File: config.mk
export PLATFORM = sky130hd
export DESIGN_NAME = ahb_lite_apb_bridge
export DESIGN_NICKNAME = d
export VERILOG_FILES = /design/src/rtl/dvp_bus_pkg.sv /design/src/rtl/ahb_lite_apb_bridge.sv
export SDC_FILE = /design/constraint.sdc
export NUM_CORES = 1
export LEC_CHECK = 0
export CAP_MARGIN = 20
export CORE_ASPECT_RATIO = 0.8
export CORE_UTILIZATION = 45
export CTS_CLUSTER_SIZE = 12
export DETAILED_ROUTE_END_ITERATION = 8
export DONT_BUFFER_PORTS = 1
export GPL_ROUTABILITY_DRIVEN = 0
export PLACE_DENSITY = 0.62
export SETUP_SLACK_MARGIN = 0.2
export SLEW_MARGIN = 40
export SYNTH_ARGS = -nofsm -noshare
export SYNTH_HDL_FRONTEND = slang
export SYNTH_SLANG_ARGS = --single-unit
File: constraint.sdc
create_clock -name io_ahb_PCLK -period 2.7 [get_ports io_ahb_PCLK]
set_input_delay 0.27 -clock io_ahb_PCLK [delete_from_list [all_inputs] [get_ports io_ahb_PCLK]]
set_output_delay 0.27 -clock io_ahb_PCLK [all_outputs]
set_load 0.02 [all_outputs]
File: src/rtl/dvp_bus_pkg.sv
// Shared AHB/APB bus definitions for the DVP register bridge.
package dvp_bus_pkg;

  typedef enum logic [2:0] {
    ST_IDLE   = 3'd0,
    ST_SETUP  = 3'd1,
    ST_ACCESS = 3'd2,
    ST_ERR1   = 3'd3,
    ST_ERR2   = 3'd4
  } bridge_state_e;

  typedef enum logic [1:0] {
    HTRANS_IDLE   = 2'b00,
    HTRANS_BUSY   = 2'b01,
    HTRANS_NONSEQ = 2'b10,
    HTRANS_SEQ    = 2'b11
  } htrans_e;

  localparam logic       HRESP_OKAY  = 1'b0;
  localparam logic       HRESP_ERROR = 1'b1;
  localparam logic [2:0] HSIZE_WORD  = 3'b010;

  function automatic logic is_word_xfer(input logic [2:0] hsize, input logic [1:0] haddr_lo);
    return (hsize == HSIZE_WORD) && (haddr_lo == 2'b00);
  endfunction

endpackage

File: src/rtl/ahb_lite_apb_bridge.sv
// AHB-Lite slave to APB master bridge for the DVP register block.
// Word accesses only; anything else, a slave error or a PREADY timeout returns a two-cycle ERROR.
//
// state     | meaning
// ST_IDLE   | no APB activity, HREADYOUT=1, accepts an address phase
// ST_SETUP  | APB setup phase, PSEL=1 PENABLE=0, AHB stalled
// ST_ACCESS | APB access phase, waits for PREADY or timeout
// ST_ERR1   | first ERROR cycle, HRESP=1 HREADYOUT=0
// ST_ERR2   | second ERROR cycle, HRESP=1 HREADYOUT=1, accepts an address phase
module ahb_lite_apb_bridge
  import dvp_bus_pkg::*;
#(
  parameter int PADDR_W = 4,
  parameter int TIMEOUT = 256
) (
  input  logic               io_ahb_PCLK,
  input  logic               io_ahb_PRESET,
  input  logic               HSEL,
  input  logic [31:0]        HADDR,
  input  logic [1:0]         HTRANS,
  input  logic               HWRITE,
  input  logic [2:0]         HSIZE,
  input  logic [31:0]        HWDATA,
  input  logic               HREADY,
  output logic               HREADYOUT,
  output logic               HRESP,
  output logic [31:0]        HRDATA,
  output logic [PADDR_W-1:0] PADDR,
  output logic               PSEL,
  output logic               PENABLE,
  output logic               PWRITE,
  output logic [31:0]        PWDATA,
  input  logic               PREADY,
  input  logic [31:0]        PRDATA,
  input  logic               PSLVERROR
);

  localparam int               CNT_W    = $clog2(TIMEOUT) + 1;
  localparam logic [CNT_W-1:0] CNT_LAST = CNT_W'(TIMEOUT - 1);

  bridge_state_e    state;
  logic [CNT_W-1:0] wait_cnt;
  logic             xfer_valid;
  logic             xfer_ok;
  logic             addr_open;
  logic             unused_haddr;

  assign xfer_valid = HSEL & HREADY & ((HTRANS == HTRANS_NONSEQ) || (HTRANS == HTRANS_SEQ));
  assign xfer_ok    = is_word_xfer(HSIZE, HADDR[1:0]);
  // Only the two states that present HREADYOUT=1 may take a new address phase.
  assign addr_open  = (state == ST_IDLE) || (state == ST_ERR2);

  // HWDATA is held by the master while the bridge stalls, so it can be forwarded directly.
  assign PWDATA = PSEL ? HWDATA : 32'h0;

  assign unused_haddr = ^HADDR[31:PADDR_W+2];

  always_ff @(posedge io_ahb_PCLK or posedge io_ahb_PRESET) begin
    if (io_ahb_PRESET) begin
      state     <= ST_IDLE;
      HREADYOUT <= 1'b1;
      HRESP     <= HRESP_OKAY;
      HRDATA    <= 32'h0;
      PADDR     <= '0;
      PSEL      <= 1'b0;
      PENABLE   <= 1'b0;
      PWRITE    <= 1'b0;
      wait_cnt  <= '0;
    end else begin
      case (state)
        ST_IDLE, ST_ERR2: begin
          state     <= ST_IDLE;
          HREADYOUT <= 1'b1;
          HRESP     <= HRESP_OKAY;
          if (addr_open && xfer_valid) begin
            PADDR  <= HADDR[PADDR_W+1:2];
            PWRITE <= HWRITE;
            if (xfer_ok) begin
              state     <= ST_SETUP;
              PSEL      <= 1'b1;
              PENABLE   <= 1'b0;
              HREADYOUT <= 1'b0;
              wait_cnt  <= '0;
            end else begin
              state     <= ST_ERR1;
              HREADYOUT <= 1'b0;
              HRESP     <= HRESP_ERROR;
            end
          end
        end

        ST_SETUP: begin
          state   <= ST_ACCESS;
          PENABLE <= 1'b1;
        end

        ST_ACCESS: begin
          if (PREADY) begin
            PSEL    <= 1'b0;
            PENABLE <= 1'b0;
            if (PSLVERROR) begin
              state <= ST_ERR1;
              HRESP <= HRESP_ERROR;
            end else begin
              state     <= ST_IDLE;
              HREADYOUT <= 1'b1;
              HRESP     <= HRESP_OKAY;
              if (!PWRITE) HRDATA <= PRDATA;
            end
          end else if (wait_cnt == CNT_LAST) begin
            state   <= ST_ERR1;
            PSEL    <= 1'b0;
            PENABLE <= 1'b0;
            HRESP   <= HRESP_ERROR;
          end else begin
            wait_cnt <= wait_cnt + 1'b1;
          end
        end

        ST_ERR1: begin
          state     <= ST_ERR2;
          HREADYOUT <= 1'b1;
          HRESP     <= HRESP_ERROR;
        end

        default: begin
          state     <= ST_IDLE;
          HREADYOUT <= 1'b1;
          HRESP     <= HRESP_OKAY;
          PSEL      <= 1'b0;
          PENABLE   <= 1'b0;
        end
      endcase
    end
  end

endmodule

==> flow_metrics.env, run 1 <==
export IMPL_slew_viol_final=0
export IMPL_rrSetupSlack_ps=330
export IMPL_avgViaCountPerCell=5.38
export IMPL_p_sw_frac=0.439
export IMPL_htree_levels=2
export IMPL_path_cells="ha_1, nand3_1, nor2_1, and3_1, ha_1, or2_2, or2_2, o31ai_1, a21o_1"
export IMPL_synthesis_nets=332
export IMPL_syn_inst=222
export IMPL_final_cells=304
export IMPL_yosys_area_top_type="dfrtp_1"
export IMPL_vdd_drop_max_uv=401
export IMPL_ios=181
export IMPL_worstSetupStartpointType="flip-flop"
export IMPL_firstDrtPassIters=4
export IMPL_ys_seq_area_frac=0.507
export IMPL_required_ps=2940
export IMPL_finClkSkew_ps=5.57
export IMPL_cpPeakStageDelay_ps=420
export IMPL_initial_core_util=0.474
export IMPL_grt_pass1_vias=1539
export IMPL_end_kind="flip-flop"
export IMPL_cts_made_buffers=5
export IMPL_dp_hpwl_mm=4.19
export IMPL_final_common_cell="dfrtp_1"
export IMPL_drc=0
export IMPL_cts_sinks=53
export IMPL_netlist_area_um2=2620
export IMPL_r2r_start="wait_cnt[0]"
export IMPL_antenna_cells=0
export IMPL_whs_ps=65.7
export IMPL_status="completed"
export IMPL_netlist_top_cells_area="dfrtp_1, mux2_4, and2_1"
export IMPL_grt_max_degree=36
export IMPL_cts_root_buf="clkbuf_8"
export IMPL_r2r_end="wait_cnt[4]"
export IMPL_netSwitchingPower_mw=1.49
export IMPL_path_max_fanout=8
export IMPL_coreArea_um2=5530
export IMPL_ant_nets=0
export IMPL_cp_data_arrival_time_ps=2610
export IMPL_die_area_um2=6130
export IMPL_grt_antenna_before_repair=0
export IMPL_cp_slowest_cell="dfrtp_1"
export IMPL_grt_overflow=0
export IMPL_whs_path_depth=2
export IMPL_min_to="PADDR[2]"
export IMPL_p_seq_frac=0.548
export IMPL_p_clk_frac=0.129
export IMPL_post_cts_buffers=0
export IMPL_synth_edf_count=0
export IMPL_synthFlopType="dfrtp_1"
export IMPL_yosys_warnings=0
export IMPL_final_nets=335
export IMPL_drtIter0Drc=53
export IMPL_synth_top_area_share=0.497
export IMPL_ys_types=40
export IMPL_die_w_um=87.3
export IMPL_holdCritStartpoint="HADDR[4]"
export IMPL_num_rows=24
export IMPL_p_comb_frac=0.323
export IMPL_cts_buffer_depth=2
export IMPL_port_buffers=0
export IMPL_clock_latency_ps=300
export IMPL_hp_class="primary input to flip-flop"
export IMPL_tns_ps=0
export IMPL_drt_wirelength_per_cell_um=18.3
export IMPL_drive_gt1_frac=0.239
export IMPL_drt_wl_total_mm=5.58
export IMPL_r2r_cells=9
export IMPL_synth_avg_cell_area_um2=11.8
export IMPL_period_needed_ps=2370
export IMPL_die_h_um=70.3
export IMPL_grt_pass1_wl_mm=8.34
export IMPL_timing_slew_headroom=0.623
export IMPL_worst_slew_pin_slew_ps=566
export IMPL_hold_viol=0
export IMPL_dpl_cell_count=295
export IMPL_rsz0062_at_grt="false"
export IMPL_period_share=0.876
export IMPL_cts_tree="built"
export IMPL_cts_clk_slew_worst_paths_ps=100
export IMPL_synthToLayoutAreaGrowth_pct=5.87
export IMPL_final_cell_mix="dfrtp_1, and2_1, mux2_4"
export IMPL_vias=1637
export IMPL_async_reset_ff_frac=1.00
export IMPL_grt_usage=0.179
export IMPL_finalSetupViolCount=0
export IMPL_leakage_nw=1.33
export IMPL_drv_cap=0
export IMPL_crit_type="flip-flop to flip-flop"
export IMPL_intPower_mw=1.91
export IMPL_power_per_cell_area_nw_per_um2=1230
export IMPL_fmax_mhz=423
export IMPL_ys_ff_latch=53
## cell usage after synthesis, types with 3 or more instances
library cell   n
dfrtp_1       52
and2_1        32
mux2_4        30
nand2_1       21
nor2_1        13
clkbuf_1       6
inv_1          5
nand3_1        5
a21oi_1        4
and3_1         4
nor3_1         4
a31oi_1        3
buf_12         3
nand2b_1       3
o21ai_0        3
## metrics by stage
step	util	area, um^2	setup WS, ps	total power, mW
floorplan	-	2620	455	2.78
global placement	0.482	2670	256	2.95
detailed placement	0.482	2670	282	2.98
CTS	0.500	2760	257	3.43
global route	0.502	2770	233	3.61
finish	0.502	2770	334	3.40
## cells by family after synthesis
family                   share of synthesized area
AND/OR/NAND/NOR                              0.184
flip-flops                                   0.507
multiplexers                                 0.184
AO/OA/AOI/OAI                               0.0635
buffers and inverters                       0.0449
XOR/XNOR                                   0.00669
adder cells (fa/ha/maj)                    0.00955
## worst max-delay path: cells and delay by family, from the launching register on
kind	cells	cell delay [ps]
and+or+nand+nor	5	1120
DFF	1	420
adders and majority gates	2	400
AOI/OAI and AO/OA	2	360
## power by group through the flow
stage	combinational (mW)	sequential (mW)	clock, mW
2_1_floorplan	1.01	1.77	0
3_3_place_gp	1.08	1.87	0
3_5_place_dp	1.09	1.89	0
4_1_cts	1.10	1.87	0.456
5_1_grt	1.19	1.93	0.485
6_report	1.10	1.87	0.439
## layout make-up
cell class	instances	area [um^2]
Fill cell	517	2750
Sequential cell	53	1330
Multi-Input combinational cell	153	1190
Tap cell	78	97.6
Clock buffer	6	72.6
Timing Repair Buffer	7	55.1
Inverter	5	18.8
Clock inverter	2	15.0
## per-layer routing
metal | part of all wire | GRT usage
met2 | 0.41 | 0.249
met1 | 0.47 | 0.254
met5 | 0 | 0
met3 | 0.098 | 0.0686
met4 | 0.016 | 0.0619
## what timing repair did
| item | 4_1_cts | 5_1_grt |
|---|---|---|
| gates resized for setup | 0 | 3 |
| hold endpoints to repair | 22 | 0 |
| setup endpoints to repair | 0 | 5 |
| hold buffers | 1 | 0 |
## registers in the layout (all words and copies together) (netlist names)
register / cells
PENABLE: 1
state: 3
PWRITE: 1
wait_cnt: 9
HREADYOUT: 1
PSEL: 1
HRDATA: 32
PADDR: 4
HRESP: 1
## how the worst max path moves through the flow
stage	startpoint	end	slack [ps]
6_report	wait_cnt[0]	wait_cnt[4]	330
5_1_grt	wait_cnt[0]	wait_cnt[4]	230
4_1_cts	wait_cnt[0]	wait_cnt[8]	260
3_5_place_dp	wait_cnt[0]	wait_cnt[8]	280
3_3_place_gp	wait_cnt[0]	wait_cnt[8]	260
2_1_floorplan	wait_cnt[0]	wait_cnt[8]	460
No activity file was read; power rests on OpenSTA's default activity.
==> run 2, diff against run 1 <==
Settings changed: PLACE_DENSITY 0.62 to 0.64, TNS_END_PERCENT set to 1.
Clock period 2.7 ns to 1.9 ns, I/O delays scaled along.
==> run 2 against run 1 <==
Maximum frequency rose by 21%. Critical path type unchanged. Sequential power rose by 39%. Combinational power rose by 70%. The run now ends with negative setup slack left. Highest routed layer unchanged.
==> flow_metrics.env, run 2 (synthesized netlist as in run 1, its figures left out) <==
export IMPL_crit_path_start="wait_cnt[1]"
export IMPL_fill_cells=494
export IMPL_reg_largest_list="HRDATA x32, wait_cnt x9, PADDR x4"
export IMPL_slew_viol_final=0
export IMPL_post_cts_buffers=0
export IMPL_end_kind="flip-flop"
export IMPL_power_per_cell_area_nw_per_um2=1680
export IMPL_die_w_um=87.3
export IMPL_finalSetupViolCount=8
export IMPL_rsz0062_at_grt="true"
export IMPL_crit_type="flip-flop to flip-flop"
export IMPL_r2r_start="wait_cnt[1]"
export IMPL_drt_wl_total_mm=5.44
export IMPL_crit_buf_inv=0
export IMPL_placed_area_um2=2820
export IMPL_grt_overflow=0
export IMPL_largest_register="HRDATA"
export IMPL_drv_cap=0
export IMPL_worst_slew_pin_slew_ps=669
export IMPL_endpoint="wait_cnt[5]"
export IMPL_largest_reg_flops=32
export IMPL_die_area_um2=6130
export IMPL_grt_pass1_vias=1647
export IMPL_cts_buffer_depth=2
export IMPL_hp_class="primary input to flip-flop"
export IMPL_cp_data_arrival_time_ps=2160
export IMPL_r2r_end="wait_cnt[5]"
export IMPL_p_seq_frac=0.508
export IMPL_vdd_drop_max_uv=674
export IMPL_timing_slew_headroom=0.554
export IMPL_grt_antenna_before_repair=0
export IMPL_period_needed_ps=1960
export IMPL_synthToLayoutAreaGrowth_pct=15.5
export IMPL_firstDrtPassIters=4
export IMPL_report_power_total_mw=5.09
export IMPL_cts_made_buffers=5
export IMPL_cts_tree="built"
export IMPL_design_area_um2=3030
export IMPL_p_comb_frac=0.368
export IMPL_cts_clk_slew_worst_paths_ps=100
export IMPL_vias=1716
export IMPL_r2r_cells=9
export IMPL_rrSetupSlack_ps=-60
export IMPL_violations="negative setup slack"
export IMPL_p_sw_frac=0.430
export IMPL_timing_final_ws_setup_ps=-58.5
export IMPL_dpl_cell_count=308
export IMPL_final_nets=353
export IMPL_final_common_cell="dfrtp_1"
export IMPL_ant_nets=0
export IMPL_dp_hpwl_mm=3.96
export IMPL_clock_latency_ps=310
export IMPL_avgViaCountPerCell=5.33
export IMPL_final_cells=322
export IMPL_crit_cells=9
export IMPL_cpPeakStageDelay_ps=400
export IMPL_dp_slack_ps=-121
export IMPL_path_cells="ha_2, nand3_2, nor2_2, and3_4, ha_4, or2_4, nor4_2, xnor2_1, nor2_1"
export IMPL_drive_gt1_frac=0.320
export IMPL_status="complete, but fails checks"
export IMPL_drtIter0Drc=74
export IMPL_grt_pass1_wl_mm=8.23
export IMPL_port_buffers=0
export IMPL_final_cell_mix="dfrtp_1, mux2_4, and2_1"
export IMPL_period_share=1.03
export IMPL_required_ps=2100
export IMPL_grt_usage=0.178
export IMPL_grt_max_degree=36
export IMPL_hold_viol=0
export IMPL_die_h_um=70.3
export IMPL_finClkSkew_ps=8.09
export IMPL_initial_core_util=0.474
export IMPL_drt_wirelength_per_cell_um=16.9
export IMPL_leakage_nw=1.44
export IMPL_fmax_mhz=511
export IMPL_path_max_fanout=8
export IMPL_antenna_cells=0
export IMPL_cp_slowest_cell="dfrtp_1"
export IMPL_coreArea_um2=5530
export IMPL_p_clk_frac=0.124
export IMPL_intPower_mw=2.90
export IMPL_cts_root_buf="clkbuf_8"
export IMPL_htree_levels=2
export IMPL_ios=181
export IMPL_netSwitchingPower_mw=2.19
export IMPL_cts_sinks=53
export IMPL_path_delay_family="simple AND/OR/NAND/NOR gates"
export IMPL_num_rows=24
export IMPL_worstSetupStartpointType="flip-flop"
export IMPL_drc=0
==> run 2: power groups by stage <==
stage / combinational, mW / clock, mW / sequential, mW
floorplan: 1.49 / 0 / 2.52
global placement: 1.76 / 0 / 2.60
detailed placement: 1.80 / 0 / 2.61
CTS: 1.86 / 0.650 / 2.60
global route: 2.03 / 0.705 / 2.67
finish: 1.87 / 0.630 / 2.59
==> run 2: worst min-delay path by stage <==
stage / startpoint / end / slack, ps / cells past startpoint
after floorplan: HADDR[2] / PADDR[0] / 300 / 2
after global placement: io_ahb_PRESET / wait_cnt[2] / 150 / 1
after detailed placement: io_ahb_PRESET / wait_cnt[2] / 160 / 1
after CTS: HWRITE / PWRITE / 10 / 2
after global routing: PRDATA[27] / HRDATA[27] / 1 / 1
final: PRDATA[27] / HRDATA[27] / 20 / 1
==> run 2: worst reg2reg max path, cell delays in order (launching register included) <==
cell and delay, ps:
dfrtp_1 400, ha_2 200, nand3_2 100, nor2_2 50
and3_4 150, ha_4 150, or2_4 280, nor4_2 290
xnor2_1 170, nor2_1 60
==> run 2: timing repair <==
item | 4_1_cts | 5_1_grt
gates cloned | 0 | 0
pin swaps | 4 | 3
setup endpoints to repair | 44 | 77
endpoints found under the hold margin | 26 | 1
hold buffers | 5 | 1
gates resized for setup | 8 | 4
==> run 2: per-stage QoR <==
| step | setup TNS [ps] | utilization | hold WS [ps] |
|---|---|---|---|
| 2_1_floorplan | -2040 | - | 295 |
| 3_3_place_gp | -240 | 0.511 | 151 |
| 3_5_place_dp | -584 | 0.511 | 156 |
| 4_1_cts | -312 | 0.543 | 11.1 |
| 5_1_grt | -1170 | 0.548 | 1.19 |
| 6_report | -300 | 0.548 | 18.4 |
==> run 2: metal layers <==
layer | share of wire | global-route usage
met1 | 0.43 | 0.241
met2 | 0.49 | 0.280
met3 | 0.068 | 0.0437
met4 | 0.013 | 0.0601
met5 | 0 | 0
==> run 2: final cells by class <==
class	instances	area, um^2	area share
Sequential cell	53	1330	0.439
Multi-Input combinational cell	153	1270	0.420
Timing Repair Buffer	25	223	0.0736
Tap cell	78	97.6	0.0322
Clock buffer	6	72.6	0.0240
Inverter	5	18.8	0.00620
Clock inverter	2	15.0	0.00496
==> run 3, diff against run 2 <==
Settings changed: PLACE_DENSITY 0.64 to 0.62.
Clock period 1.9 ns to 1.85 ns, I/O delays scaled along.
==> run 3 against run 2 <==
The run still ends with negative setup slack left. Global-route usage up 0.39 points. Total power is 4.3% higher. Sequential power grew 3%. Register-to-register slack worse by 20 ps. Count of clock-buffer cells in the layout unchanged. Flip-flop and latch count unchanged. Critical path type unchanged. Largest cell class unchanged.
==> flow_metrics.env, run 3 (synthesized netlist as in run 1, its figures left out) <==
export IMPL_dp_hpwl_mm=4.00
export IMPL_netSwitchingPower_mw=2.28
export IMPL_grt_overflow=0
export IMPL_crit_cells=9
export IMPL_final_cell_mix="dfrtp_1, mux2_4, and2_1"
export IMPL_coreArea_um2=5530
export IMPL_final_cells=323
export IMPL_crit_path_start="wait_cnt[1]"
export IMPL_reg_largest_list="HRDATA x32, wait_cnt x9, PADDR x4"
export IMPL_drc=0
export IMPL_period_needed_ps=1930
export IMPL_die_h_um=70.3
export IMPL_drv_cap=0
export IMPL_cts_buffer_depth=2
export IMPL_intPower_mw=3.03
export IMPL_period_share=1.04
export IMPL_r2r_start="wait_cnt[1]"
export IMPL_whs_ps=22.6
export IMPL_vias=1686
export IMPL_cts_sinks=53
export IMPL_timing_slew_headroom=0.555
export IMPL_path_cells="ha_2, nand3_2, nor2_2, and3_4, ha_2, or2_4, or2_4, o31ai_2, a21o_1"
export IMPL_worst_slew_pin_slew_ps=668
export IMPL_rsz0062_at_grt="true"
export IMPL_dp_slack_ps=-59.1
export IMPL_placed_area_um2=2840
export IMPL_cts_clk_slew_worst_paths_ps=90
export IMPL_endpoint="wait_cnt[4]"
export IMPL_cts_tree="built"
export IMPL_p_seq_frac=0.504
export IMPL_r2r_cells=9
export IMPL_final_nets=355
export IMPL_firstDrtPassIters=4
export IMPL_drt_wirelength_per_cell_um=16.9
export IMPL_status="complete, but fails checks"
export IMPL_final_common_cell="dfrtp_1"
export IMPL_cp_data_arrival_time_ps=2180
export IMPL_grt_antenna_before_repair=0
export IMPL_power_per_cell_area_nw_per_um2=1730
export IMPL_p_comb_frac=0.370
export IMPL_drive_gt1_frac=0.322
export IMPL_drtIter0Drc=98
export IMPL_p_clk_frac=0.126
export IMPL_cp_slowest_cell="dfrtp_1"
export IMPL_slew_viol_final=0
export IMPL_ant_nets=0
export IMPL_ios=181
export IMPL_finalSetupViolCount=10
export IMPL_drt_wl_total_mm=5.46
export IMPL_num_rows=24
export IMPL_synthToLayoutAreaGrowth_pct=17.0
export IMPL_grt_pass1_wl_mm=8.44
export IMPL_die_area_um2=6130
export IMPL_dpl_cell_count=308
export IMPL_p_sw_frac=0.429
export IMPL_rrSetupSlack_ps=-80
export IMPL_path_delay_family="simple AND/OR/NAND/NOR gates"
export IMPL_port_buffers=0
export IMPL_whs_path_depth=1
export IMPL_timing_final_ws_setup_ps=-82.4
export IMPL_die_w_um=87.3
export IMPL_leakage_nw=1.47
export IMPL_design_area_um2=3070
export IMPL_hp_class="primary input to flip-flop"
export IMPL_grt_pass1_vias=1659
export IMPL_vdd_drop_max_uv=796
export IMPL_cts_made_buffers=5
export IMPL_hold_viol=0
export IMPL_initial_core_util=0.474
export IMPL_largest_reg_flops=32
export IMPL_end_kind="flip-flop"
export IMPL_crit_buf_inv=0
export IMPL_grt_max_degree=36
export IMPL_cts_root_buf="clkbuf_8"
export IMPL_clock_latency_ps=300
export IMPL_antenna_cells=0
export IMPL_path_max_fanout=7
export IMPL_required_ps=2090
export IMPL_largest_register="HRDATA"
export IMPL_finClkSkew_ps=4.05
export IMPL_avgViaCountPerCell=5.22
export IMPL_grt_usage=0.182
export IMPL_htree_levels=2
export IMPL_r2r_end="wait_cnt[4]"
export IMPL_violations="negative setup slack"
export IMPL_crit_type="flip-flop to flip-flop"
export IMPL_fmax_mhz=517
export IMPL_cpPeakStageDelay_ps=400
export IMPL_worstSetupStartpointType="flip-flop"
[run 3: cell types whose count changed in the layout (fill, tap and decap cells not counted), sizes merged]
cell	previous run	this run
buf	19	21
clkinvlp	2	1
[run 3: metrics by stage]
step                utilization  setup TNS [ps]  total power, mW
global placement          0.513            -593             4.48
CTS                       0.547            -366             5.27
global route              0.555           -1390             5.62
floorplan                     -           -3990             4.12
detailed placement        0.513           -1270             4.53
finish                    0.555            -321             5.31
[run 3: worst min-delay path by stage]
stage,start,to,slack (ps)
2_1_floorplan,HADDR[2],PADDR[0],290
3_3_place_gp,io_ahb_PRESET,HRDATA[2],160
3_5_place_dp,io_ahb_PRESET,HRDATA[2],150
4_1_cts,PRDATA[24],HRDATA[24],10
5_1_grt,PRDATA[5],HRDATA[5],6
6_report,PRDATA[24],HRDATA[24],20
[run 3: worst register-to-register path: stages, from the launching register on]
cell and delay, ps:
dfrtp_1 400, ha_2 200, nand3_2 90, nor2_2 50, and3_4 140, ha_2 150
or2_4 280, or2_4 270, o31ai_2 190, a21o_1 110
[run 3: power groups by stage]
stage / registers, mW / clock network, mW / logic [mW]
2_1_floorplan: 2.59 / 0 / 1.53
3_5_place_dp: 2.69 / 0 / 1.84
3_3_place_gp: 2.68 / 0 / 1.80
4_1_cts: 2.68 / 0.682 / 1.91
6_report: 2.68 / 0.670 / 1.96
5_1_grt: 2.76 / 0.729 / 2.13
[run 3: what timing repair did]
| item | 4_1_cts | 5_1_grt |
|---|---|---|
| hold buffers | 6 | 0 |
| resized for setup | 7 | 5 |
| endpoints found under the setup margin | 44 | 77 |
| buffers inserted | 1 | 1 |
| hold endpoints to repair | 31 | 0 |
| pin swaps | 2 | 2 |
[run 3: final cells by class]
class | count | area (um^2)
clock buffers | 6 | 82.6
clock inverters | 1 | 7.51
fillers | 472 | 2460
inverters | 5 | 18.8
multi-input cells | 153 | 1280
flip-flops and latches | 53 | 1330
well taps | 78 | 97.6
repair buffers | 27 | 250
[run 3: routing by layer]
layer  vias to the layer above  wire length [um]  track usage  part of all wire
met2                        62              2450        0.254              0.45
met1                       815              2610        0.267              0.48
met4                         0                51       0.0546            0.0093
met3                         6               351       0.0603             0.064
met5                         -                 0            0                 0
li1                        803                 -            -                 -
